**config.mk**
```make
export PLATFORM = sky130hd
export DESIGN_NAME = imem_dmem_bus_arbiter
export DESIGN_NICKNAME = d
export VERILOG_FILES = /design/src/rtl/imem_dmem_bus_arbiter.sv
export SDC_FILE = /design/constraint.sdc
export NUM_CORES = 1
export LEC_CHECK = 0
export BUFFER_PORTS_ARGS = -buffer_cell sky130_fd_sc_hd__buf_2
export CAP_MARGIN = 20
export CORE_AREA = 2 2 178 180
export DETAILED_ROUTE_END_ITERATION = 16
export DIE_AREA = 0 0 180 182
export PLACE_DENSITY = 0.48
export SYNTH_ARGS = -nofsm -noshare
export SYNTH_HDL_FRONTEND = slang
export SYNTH_SLANG_ARGS = --single-unit
```
**constraint.sdc**
```tcl
create_clock -name clk -period 3.5 [get_ports clk]
set_clock_uncertainty 0.15 [all_clocks]
set_input_delay 0.7 -clock clk [delete_from_list [all_inputs] [get_ports clk]]
set_output_delay 0.7 -clock clk [all_outputs]
set_load 0.01 [all_outputs]
```
**src/rtl/imem_dmem_bus_arbiter.sv**
```systemverilog
// imem_dmem_bus_arbiter: round-robin share of one memory bus between I-refill (i_*) and D-refill/writeback (d_*) ports, master side m_*, with silent drain of aborted I bursts
module imem_dmem_bus_arbiter #(
  parameter int ADDR_W = 32,
  parameter int DATA_W = 64,
  parameter int LEN_W  = 4
) (
  input  logic                clk,
  input  logic                rst,
  input  logic                i_req,
  input  logic [ADDR_W-1:0]   i_addr,
  input  logic [LEN_W-1:0]    i_len,
  output logic                i_ready,
  input  logic                i_abort,
  output logic                i_rvalid,
  output logic [DATA_W-1:0]   i_rdata,
  output logic                i_rlast,
  input  logic                d_req,
  input  logic                d_we,
  input  logic [ADDR_W-1:0]   d_addr,
  input  logic [LEN_W-1:0]    d_len,
  input  logic [DATA_W-1:0]   d_wdata,
  input  logic [DATA_W/8-1:0] d_wstrb,
  output logic                d_ready,
  output logic                d_rvalid,
  output logic [DATA_W-1:0]   d_rdata,
  output logic                d_rlast,
  output logic                d_bvalid,
  output logic                m_req,
  output logic                m_we,
  output logic [ADDR_W-1:0]   m_addr,
  output logic [LEN_W-1:0]    m_len,
  output logic [DATA_W-1:0]   m_wdata,
  output logic [DATA_W/8-1:0] m_wstrb,
  input  logic                m_ready,
  input  logic                m_rvalid,
  input  logic [DATA_W-1:0]   m_rdata,
  input  logic                m_rlast,
  input  logic                m_bvalid
);
  typedef enum logic [2:0] {IDLE, REQ_I, RESP_I, REQ_D, RESP_D} state_t;
  state_t state_q, state_d;
  logic last_d_q, last_d_d, abort_q, abort_d, we_q, we_d;
  logic [ADDR_W-1:0] addr_q, addr_d;
  logic [LEN_W-1:0] len_q, len_d;
  logic [DATA_W-1:0] wdata_q, wdata_d;
  logic [DATA_W/8-1:0] wstrb_q, wstrb_d;
  logic [LEN_W:0] cnt_q, cnt_d;
  logic pick_d, resp_rd, beat, abort_now;
  assign pick_d    = d_req && (!i_req || !last_d_q);
  assign resp_rd   = (state_q == RESP_I) || (state_q == RESP_D && !we_q);
  assign beat      = resp_rd && m_rvalid;
  assign abort_now = abort_q || i_abort;
  assign i_rvalid  = state_q == RESP_I && m_rvalid && !abort_now;
  assign i_rlast   = i_rvalid && m_rlast;
  assign i_rdata   = i_rvalid ? m_rdata : '0;
  assign d_rvalid  = state_q == RESP_D && !we_q && m_rvalid;
  assign d_rlast   = d_rvalid && m_rlast;
  assign d_rdata   = d_rvalid ? m_rdata : '0;
  assign d_bvalid  = state_q == RESP_D && we_q && m_bvalid;
  assign m_we      = we_q;
  assign m_addr    = addr_q;
  assign m_len     = len_q;
  assign m_wdata   = wdata_q;
  assign m_wstrb   = wstrb_q;
  always_comb begin
    state_d  = state_q;
    last_d_d = last_d_q;
    abort_d  = abort_q;
    we_d     = we_q;
    addr_d   = addr_q;
    len_d    = len_q;
    wdata_d  = wdata_q;
    wstrb_d  = wstrb_q;
    cnt_d    = state_q == IDLE ? '0 : cnt_q + {{LEN_W{1'b0}}, beat};
    m_req    = 1'b0;
    i_ready  = 1'b0;
    d_ready  = 1'b0;
    case (state_q)
      IDLE: if (i_req || d_req) begin
        state_d  = pick_d ? REQ_D : REQ_I;
        last_d_d = pick_d;
        we_d     = pick_d && d_we;
        addr_d   = pick_d ? d_addr : i_addr;
        len_d    = pick_d ? (d_we ? '0 : d_len) : i_len;
        wdata_d  = pick_d ? d_wdata : '0;
        wstrb_d  = pick_d ? d_wstrb : '0;
      end
      REQ_I: begin
        m_req   = 1'b1;
        abort_d = abort_now;
        i_ready = m_ready;
        state_d = m_ready ? RESP_I : REQ_I;
      end
      RESP_I: begin
        abort_d = abort_now && !(m_rvalid && m_rlast);
        state_d = m_rvalid && m_rlast ? IDLE : RESP_I;
      end
      REQ_D: begin
        m_req   = 1'b1;
        d_ready = m_ready;
        state_d = m_ready ? RESP_D : REQ_D;
      end
      RESP_D: state_d = (we_q ? m_bvalid : m_rvalid && m_rlast) ? IDLE : RESP_D;
      default: state_d = IDLE;
    endcase
  end
  always_ff @(posedge clk or posedge rst) begin
    if (rst) begin
      state_q  <= IDLE;
      last_d_q <= 1'b0;
      abort_q  <= 1'b0;
      we_q     <= 1'b0;
      addr_q   <= '0;
      len_q    <= '0;
      wdata_q  <= '0;
      wstrb_q  <= '0;
      cnt_q    <= '0;
    end else begin
      state_q  <= state_d;
      last_d_q <= last_d_d;
      abort_q  <= abort_d;
      we_q     <= we_d;
      addr_q   <= addr_d;
      len_q    <= len_d;
      wdata_q  <= wdata_d;
      wstrb_q  <= wstrb_d;
      cnt_q    <= cnt_d;
    end
  end
  assert property (@(posedge clk) disable iff (rst) beat && m_rlast |-> cnt_q == {1'b0, len_q});
  assert property (@(posedge clk) disable iff (rst) beat && !m_rlast |-> cnt_q < {1'b0, len_q});
endmodule

```
==> impl_results.md, run 1 <==
* Status: complete, no violations
* Routed len/inst at 17.90 um
* Tcrit/Tclk final at 0.9216
* Area grow syn2layout at 60.97%
* Post-synthesis register bit count at about 110
* Max Clock Freq at ~310 MHz
* Leading cell types in the layout, fill and taps excluded: 462 x buf_2, 129 x and2_1, 114 x dfrtp_1, 73 x a22o_1, 72 x mux2_2
* Clk network pwr share at 0.258
* Critical Path RT at 2.65 ns
* Worst hold path class: input port to asynchronous set/reset pin
* Later-pin clock latency in the skew report at 0.41 ns
* Post-synthesis sequential area ratio at 0.5135
* Seq pwr share at 0.338
* Overflow after GRT at 0
* Largest net degree at the start of global routing at between 100 and 150
* Slowest CP cell: dfrtp_1
* GR Util All Layers at 0.1437
* Die W at about 180 um
* Die Y at between 150 and 200 um
* Post-route ant nets at 0
* Combinational cell fraction of total power at 0.403
* Clk sink count at between 100 and 150
* Setup violations, final at 0
* Drt first pass iters at 4
* DR vias/cell at roughly 4
* Final min period at around 3.2 ns
* Number of H-tree levels at 4
* Worst slew pin tran at 0.6478 ns
* # rows at 65
* Clock slew at reported path FFs at 0.06 ns
* GPL Wtd Cong at between 0.8 and 0.9
* Crit Path Max Fanout at 65
* Cell Area, Synth at 5555 um^2
* Commonest non-fill, non-tap cell in the layout: buf_2
* Fraction of registers with async set/reset at 1.000
* Vias post-DR at 5,362
* Final Slew Violations at 0
* Post-Synthesis Net Count at roughly 690
* Initial Util at 0.1793
* Core region area at between 30,000 and 40,000 um^2
* Crit. End Element: output pin
* Crit path largest cell delay at approximately 0.47 ns
* Max VDD drop at between 0.0003 and 0.0004 V
* Drt total wl at about 24,000 um
* Sw Share at 0.3569
* Critical Path, Cell by Cell: or3b_4 > nor3b_4 > buf_4 > and2_1 > buf_2
* First-pass GRT wire length at about 35,000 um
* CTS Hold Buffers Added at 0
* Worst path buffer plus inverter count at 2
* Power Density at 785.2 nW/um^2
* Vias in the first global route at about 5,600
* Arr. time, crit path at approximately 2.4 ns
* Worst path top cell family by delay: simple AND/OR/NAND/NOR gates
* LEAKAGE at between 4 and 5 nW
* Nets at 1,136
* Initial DRC count at 83
* Yosys warning total at 0
* Die area at around 33,000 um^2
* Layout cells sized above 1 at 0.6258
* Max_slew headroom at 0.5672
* Main synth FF type: dfrtp_1
* CP Class: flip-flop to output pin
* Net Sw Power at around 0.0025 W
* Internal power at about 0.0045 W
* I/O pin count at between 400 and 500
* Max clock buf depth at 2
* Setup crit start kind: flip-flop
* Post-Syn Instances at around 470
* Port bufs at between 400 and 500
* Min setup slack post-route at 0.2743 ns
* Setup TNS at 0 ns
* CTS tree: done
* Hold Vio Cnt, Final at 0
* EDFF count, synth at 0
* Setup WS pre-CTS at 0.7318 ns
* Post-cts sizing count at 0
* Max Cap Viol at 0
* Hpwl dp at roughly 19,000 um
* TritonCTS Buffers at 17
* Root buffer cell: clkbuf_16
* Initial antenna violation count at 6
* Syn avg cell area at 11.90 um^2
* Yosys cell types at 27
* DRC at 0
* RSZ-0062 raised after global routing: no
* Post-CTS setup buffers at 0
-- cell type report --
type,instances,area [um^2]
Tap cell,402,503.0
Antenna cell,3,7.507
Clock inverter,14,181.4
Sequential cell,114,2853
Inverter,3,15.01
Clock buffer,17,425.4
Multi-Input combinational cell,310,2507
Fill cell,3353,22040
Timing Repair Buffer,472,2450
-- layer usage --
layer	vias to the layer above	GRT usage	wire length [um]
met5	-	0	26
met4	4	0.07350	893
met3	36	0.04312	1737
met2	278	0.2604	12570
met1	2514	0.1503	8663
li1	2530	-	-
-- cells by family after synthesis --
group / synth area share
buf+inv: 0.04076
compound gates: 0.1286
flops: 0.5135
simple gates: 0.1696
mux: 0.1459
xor+xnor: 0.001577
-- final timing paths --
path / startpoint / to / slack (ns) / depth (start not counted)
min reg2reg: m_addr[8] / m_addr[8] / 0.35 / 1
max reg2reg: state_q[0] / m_wdata[23] / 1.30 / 4
min: rst / m_wdata[42] / 0.21 / 2
max in group asynchronous: rst / m_wdata[0] / 2.35 / 3
max: state_q[0] / d_rdata[8] / 0.27 / 5
min in group clk: d_wdata[38] / m_wdata[38] / 0.35 / 2
-- sequential cells by signal, summed over array words and instances (netlist names) --
name	flops
m_we	1
m_len	4
m_wstrb	8
state_q	3
m_addr	32
last_d_q	1
m_wdata	64
abort_q	1
-- synth_stat cells (2+ instances only) --
| cell type | n | area share |
|---|---|---|
| nor2b_1 | 6 | 0.0068 |
| dfrtp_1 | 114 | 0.51 |
| buf_2 | 19 | 0.017 |
| o21ai_0 | 3 | 0.0027 |
| inv_1 | 3 | 0.0020 |
| a21oi_1 | 2 | 0.0018 |
| nand2b_1 | 2 | 0.0023 |
| buf_6 | 5 | 0.010 |
| and2_1 | 130 | 0.15 |
| mux2_2 | 72 | 0.15 |
| a22o_1 | 73 | 0.12 |
| nor2_1 | 3 | 0.0020 |
| clkbuf_1 | 15 | 0.010 |
| nand2_1 | 4 | 0.0027 |
| nor3_1 | 2 | 0.0018 |
| and3_1 | 2 | 0.0023 |
| o21bai_1 | 2 | 0.0027 |
-- power groups by stage --
stage          clock network (W)  logic, W  registers, W
2_1_floorplan                  0   0.00136       0.00265
3_3_place_gp                   0   0.00289       0.00238
3_5_place_dp                   0   0.00291       0.00236
4_1_cts                  0.00188   0.00289       0.00238
5_1_grt                  0.00194   0.00307       0.00248
6_report                 0.00181   0.00283       0.00238
-- through the flow --
step             util  cells  total power [W]  hold WS (ns)  area (um^2)
2_1_floorplan       -    467         0.004004        0.2945         5559
5_1_grt        0.2885   1334         0.007489        0.2517         8940
4_1_cts        0.2884   1332         0.007155        0.2326         8935
6_report       0.2886   1335         0.007021        0.2144         8942
3_5_place_dp   0.2688   1301         0.005277        0.3362         8328
3_3_place_gp   0.2688   1301         0.005268        0.3332         8328
(Power assumes the default switching activity.)
==> run 2, diff against run 1 <==
--- a/config.mk
+++ b/config.mk
@@ -10,6 +10,7 @@
 export CORE_AREA = 2 2 178 180
 export DETAILED_ROUTE_END_ITERATION = 16
 export DIE_AREA = 0 0 180 182
+export GPL_TIMING_DRIVEN = 0
 export PLACE_DENSITY = 0.48
 export SYNTH_ARGS = -nofsm -noshare
 export SYNTH_HDL_FRONTEND = slang
==> constraint.sdc (replaced) <==
create_clock -name clk -period 3.5 [get_ports clk]
set_clock_uncertainty 0.15 [all_clocks]
set_input_delay 0.7 -clock clk [delete_from_list [all_inputs] [get_ports clk]]
set_output_delay 0.7 -clock clk [all_outputs]
set_load 0.1 [all_outputs]
==> run 2 against run 1 <==
  * Utilization rose by 0.93 points
  * Sequential share of layout area fell by 0.99 points
  * Critical path depth rose by 2
  * Via count rose by 2.7%
  * Fmax fell by 3.6%
  * Routed wire length rose by 4.4%
  * Hold slack got worse by 0.19 ns
  * Register-to-register slack improved by 0.04 ns
  * Non-clock buffer count rose by 33
  * Cell area rose by 3.2%
==> impl_results.md, run 2 (same netlist as run 1, synthesis figures left out) <==
* Post-route ant nets at 0
* Arr. time, crit path at between 2 and 3 ns
* Die Y at roughly 180 um
* GPL Wtd Cong at roughly 0.8
* Initial DRC count at around 110
* Critical Path, Cell by Cell: buf_2 > or3b_4 > nor3b_2 > buf_4 > buf_6 > and2_1 > buf_2
* Drt first pass iters at 4
* Vias in the first global route at between 5,000 and 6,000
* Worst path buffer plus inverter count at 4
* Critical Path RT at between 2 and 3 ns
* Worst slew pin tran at 0.5865 ns
* Routed len/inst at ~18 um
* DRC at 0
* Area grow syn2layout at 66.15%
* Leading cell types in the layout, fill and taps excluded: 409 x buf_2, 130 x and2_1, 114 x dfrtp_1, 73 x a22o_1, 72 x mux2_2
* Final min period at approximately 3.3 ns
* Worst R2R End: m_addr[2]
* Overflow after GRT at 0
* CP Class: flip-flop to output pin
* Max Clock Freq at between 200 and 300 MHz
* Placed insts at around 1,300
* Worst hold path class: input port to asynchronous set/reset pin
* Post-CTS setup buffers at 0
* Clk sink count at 114
* Most used cell, CP: buf_2
* I/O pin count at ~460
* RR Startpoint: state_q[1]
* Final Core Density at 0.2979
* Fin cells at ~1,400
* Worst reg2reg path depth at 6
* DR vias/cell at about 4
* Crit Path Max Fanout at 10
* Max Cap Viol at 0
* CTS Hold Buffers Added at 0
* Final Slew Violations at 0
* Final Cell Area at slightly above 9000 um^2
* Max_slew headroom at 0.6090
* Die W at about 180 um
* Slowest CP cell: or3b_4
* Max clock buf depth at 2
* Vias post-DR at roughly 5,500
* Die area at 32,760 um^2
* CTS tree: done
* Later-pin clock latency in the skew report at 0.41 ns
* Crit. End Element: output pin
* Register area at 2853 um^2
* Crit path largest cell delay at 0.44 ns
* Hpwl dp at between 20,000 and 25,000 um
* Worst path top cell family by delay: buffers and inverters
* Number of H-tree levels at 4
* Flop-to-flop setup slack at 1.34 ns
* Tcrit/Tclk final at 0.9563
* Cell Area, Placed at between 8000 and 9000 um^2
* Multi-input gate area at about 2500 um^2
* Setup violations, final at 0
* Setup crit start kind: flip-flop
* # rows at between 60 and 70
* Largest net degree at the start of global routing at 40
* Initial Util at 0.1793
* Hold Vio Cnt, Final at 0
* Number of flip-flops in the largest register at 64
* Port bufs at 462
* Setup TNS at 0 ns
* Clock slew at reported path FFs at 0.06 ns
* TritonCTS Buffers at 17
* Initial antenna violation count at 10
* First-pass GRT wire length at 36,740 um
* GR Util All Layers at 0.1499
* Commonest non-fill, non-tap cell in the layout: buf_2
* Status: complete, no violations
* Drt total wl at ~25,000 um
* Filler cells at 3,331
* Nets at about 1,200
* Core region area at roughly 31,000 um^2
* Root buffer cell: clkbuf_16
* Layout cells sized above 1 at 0.6276
==> run 2: how the worst max path moves through the flow <==
stage,start,end,slack [ns],cells after the start
after floorplan,state_q[0],i_ready,-0.1,4
after global placement,i_abort,i_rdata[26],0.10,7
after detailed placement,i_abort,i_rdata[12],0.15,6
after CTS,state_q[0],i_rdata[40],0.02,7
after global routing,state_q[0],d_rdata[23],-0.0004,7
final,state_q[0],d_rdata[35],0.15,7
==> run 2: worst reg2reg max path, cell delays in order (launching register included) <==
cell and delay [ns]:
dfrtp_1 0.34, buf_2 0.22, nor3_1 0.08, o21ai_0 0.17, buf_2 0.36, buf_2 0.35
mux2_2 0.37
==> run 2: final cells by class <==
| cell class | instances | share of cell area |
|---|---|---|
| Tap cell | 402 | 0.05449 |
| Sequential cell | 114 | 0.3091 |
| Inverter | 3 | 0.001627 |
| Buffer | 40 | 0.02413 |
| Multi-Input combinational cell | 310 | 0.2691 |
| Clock buffer | 18 | 0.04758 |
| Antenna cell | 2 | 0.0005422 |
| Timing Repair Buffer | 465 | 0.2765 |
| Clock inverter | 14 | 0.01694 |
==> run 2: metrics by stage <==
step / hold WS [ns] / setup slack (ns)
4_1_cts: 0.002481 / 0.01601
6_report: 0.02561 / 0.1529
2_1_floorplan: 0.2945 / -0.09657
5_1_grt: 0.01507 / -0.0004459
3_3_place_gp: 0.3061 / 0.1039
3_5_place_dp: 0.3173 / 0.1502
==> run 2: routing by layer <==
metal | track usage | vias up | routed length, um
li1 | - | 2592 | -
met4 | 0.04163 | 4 | 480
met1 | 0.1535 | 2595 | 9054
met5 | 0 | - | 26
met3 | 0.04894 | 38 | 1955
met2 | 0.2892 | 280 | 13420
==> run 2: repair_timing <==
action,CTS,global route
gates resized for setup,21,60
endpoints found under the setup margin,26,72
gates cloned,0,0
Power of run 2 is left out: the tool's default activity adds up to more than one toggle a clock period on the data nets, which glitch-free logic cannot reach.
==> run 3, diff against run 2 <==
==> constraint.sdc (replaced) <==
create_clock -name clk -period 3.5 [get_ports clk]
set_clock_uncertainty 0.15 [all_clocks]
set_input_delay 0.7 -clock clk [delete_from_list [all_inputs] [get_ports clk]]
set_output_delay 0.7 -clock clk [all_outputs]
set_load 0.005 [all_outputs]
==> run 3 against run 2 <==
  * Register-to-register slack is essentially flat
  * Clock-buffer cell count fell by 1
  * Via count is 0.13% lower
  * Sequential cell count is the same
  * Fmax rose by 4.9%
  * Final cell count about the same
  * Hold slack improved by 0.28 ns
  * Utilization down 0.56 points
  * Global-route usage down 0.054 points
  * Non-clock buffer count is 1 lower
  * First-iteration DRC count grew 36%
==> impl_results.md, run 3 (same netlist as run 1, synthesis figures left out) <==
* Leading cell types in the layout, fill and taps excluded: 481 x buf_2, 130 x and2_1, 114 x dfrtp_1, 73 x a22o_1, 72 x mux2_2
* CP Class: flip-flop to output pin
* CTS Hold Buffers Added at 0
* Max VDD drop at 0.0003422 V
* Drt first pass iters at 4
* Tcrit/Tclk final at 0.9118
* Crit Path Max Fanout at 10
* Initial antenna violation count at 10
* Largest net degree at the start of global routing at 40
* Nets at 1,168
* Max clock buf depth at 2
* Commonest non-fill, non-tap cell in the layout: buf_2
* Clk sink count at roughly 110
* Routed len/inst at approximately 18 um
* RSZ-0062 raised after global routing: no
* Arr. time, crit path at roughly 2.3 ns
* DRC at 0
* Core region area at 30,990 um^2
* Critical Path RT at around 2.7 ns
* Number of flip-flops in the largest register at between 60 and 70
* Worst slew pin tran at a little under 0.9 ns
* Setup TNS at 0 ns
* GPL Wtd Cong at roughly 0.85
* # rows at 65
* Post-route ant nets at 0
* Die W at about 180 um
* I/O pin count at approximately 460
* Power Density at about 760 nW/um^2
* Overflow after GRT at 0
* Worst hold path class: input port to asynchronous set/reset pin
* Final Slew Violations at 0
* Post-CTS setup buffers at 0
* Initial Util at 0.1793
* Later-pin clock latency in the skew report at about 0.4 ns
* First-pass GRT wire length at roughly 36,000 um
* Crit. End Element: output pin
* DR vias/cell at ~4
* TritonCTS Buffers at 17
* Setup crit start kind: flip-flop
* Layout cells sized above 1 at 0.6185
* LEAKAGE at between 5 and 6 nW
* Worst reg2reg path depth at 6
* Max Cap Viol at 0
* Root buffer cell: clkbuf_16
* CTS tree: done
* Clock slew at reported path FFs at roughly 0.060 ns
* Final min period at between 3 and 4 ns
* Final Core Density at 0.2923
* Port bufs at between 400 and 500
* Max Clock Freq at about 310 MHz
* Hpwl dp at 20,930 um
* Status: complete, no violations
* Max_slew headroom at 0.4151
* Vias in the first global route at 5,810
* Vias post-DR at ~5,500
* Die Y at 182 um
* GR Util All Layers at 0.1494
* Setup violations, final at 0
* Initial DRC count at 151
* Post-cts sizing count at 0
* Hold Vio Cnt, Final at 0
* Drt total wl at 25,020 um
* Area grow syn2layout at 63.04%
* Number of H-tree levels at 4
* Die area at between 30,000 and 40,000 um^2
==> run 3: cell count changes in the layout (fill, tap and decap cells not counted), moves of 2 or more <==
cell        previous run  this run
diode_2                2         5
buf_4                 21         1
clkbuf_1               9        15
clkinvlp_4             5         3
clkbuf_2               6         0
bufinv_16              2         4
buf_2                409       481
clkbuf_4              52         0
==> run 3: report_power, final <==
group | leakage, nW | switching, W | internal (W)
combinational | 3.29 | 0.00123 | 0.00140
clock | 0.301 | 0.000689 | 0.00120
sequential | 1.43 | 0.000356 | 0.00199
==> run 3: cell type report <==
type	count	area [um^2]
Clock inverter	14	205.2
Fill cell	3315	21930
Antenna cell	5	12.51
Multi-Input combinational cell	310	2476
Clock buffer	17	425.4
Tap cell	402	503.0
Buffer	40	215.2
Sequential cell	114	2853
Timing Repair Buffer	464	2352
Inverter	3	15.01
==> run 3: routing by layer <==
metal / part of all wire / GRT usage / wire (um) / up-vias
met5: 0.00036 / 0 / 9 / -
met4: 0.042 / 0.08065 / 1047 / 2
met3: 0.068 / 0.03911 / 1711 / 42
met2: 0.52 / 0.2707 / 13080 / 280
met1: 0.37 / 0.1582 / 9172 / 2589
li1: - / - / - / 2589
==> run 3: per-stage QoR <==
| step | hold WS, ns | power [W] | instance area (um^2) | setup slack, ns | instances |
|---|---|---|---|---|---|
| detailed placement | 0.3162 | 0.005059 | 8414 | 0.3995 | 1333 |
| finish | 0.3070 | 0.006869 | 9057 | 0.3088 | 1369 |
| global route | 0.3398 | 0.007314 | 9057 | 0.1290 | 1369 |
| CTS | 0.3214 | 0.006996 | 9045 | 0.2021 | 1364 |
| global placement | 0.3084 | 0.005037 | 8374 | 0.3682 | 1331 |
| floorplan | 0.2945 | 0.003726 | 5559 | 1.052 | 467 |
==> run 3: critical path, cell delays in order (launching register included) <==
cell and delay [ns]:
dfrtp_1 0.35, buf_2 0.17, nor4_1 0.27, and3_1 0.22
buf_2 0.24, clkbuf_1 0.32, and2_1 0.23, buf_2 0.13
==> run 3: worst paths after layout <==
check | endpoint | slack, ns | start
min in group clk | last_d_q | 0.33 | last_d_q
min | m_wdata[42] | 0.31 | rst
min reg2reg | last_d_q | 0.33 | last_d_q
max | i_rdata[53] | 0.31 | state_q[0]
max reg2reg | m_len[0] | 1.34 | state_q[1]
max in group asynchronous | m_addr[17] | 1.92 | rst
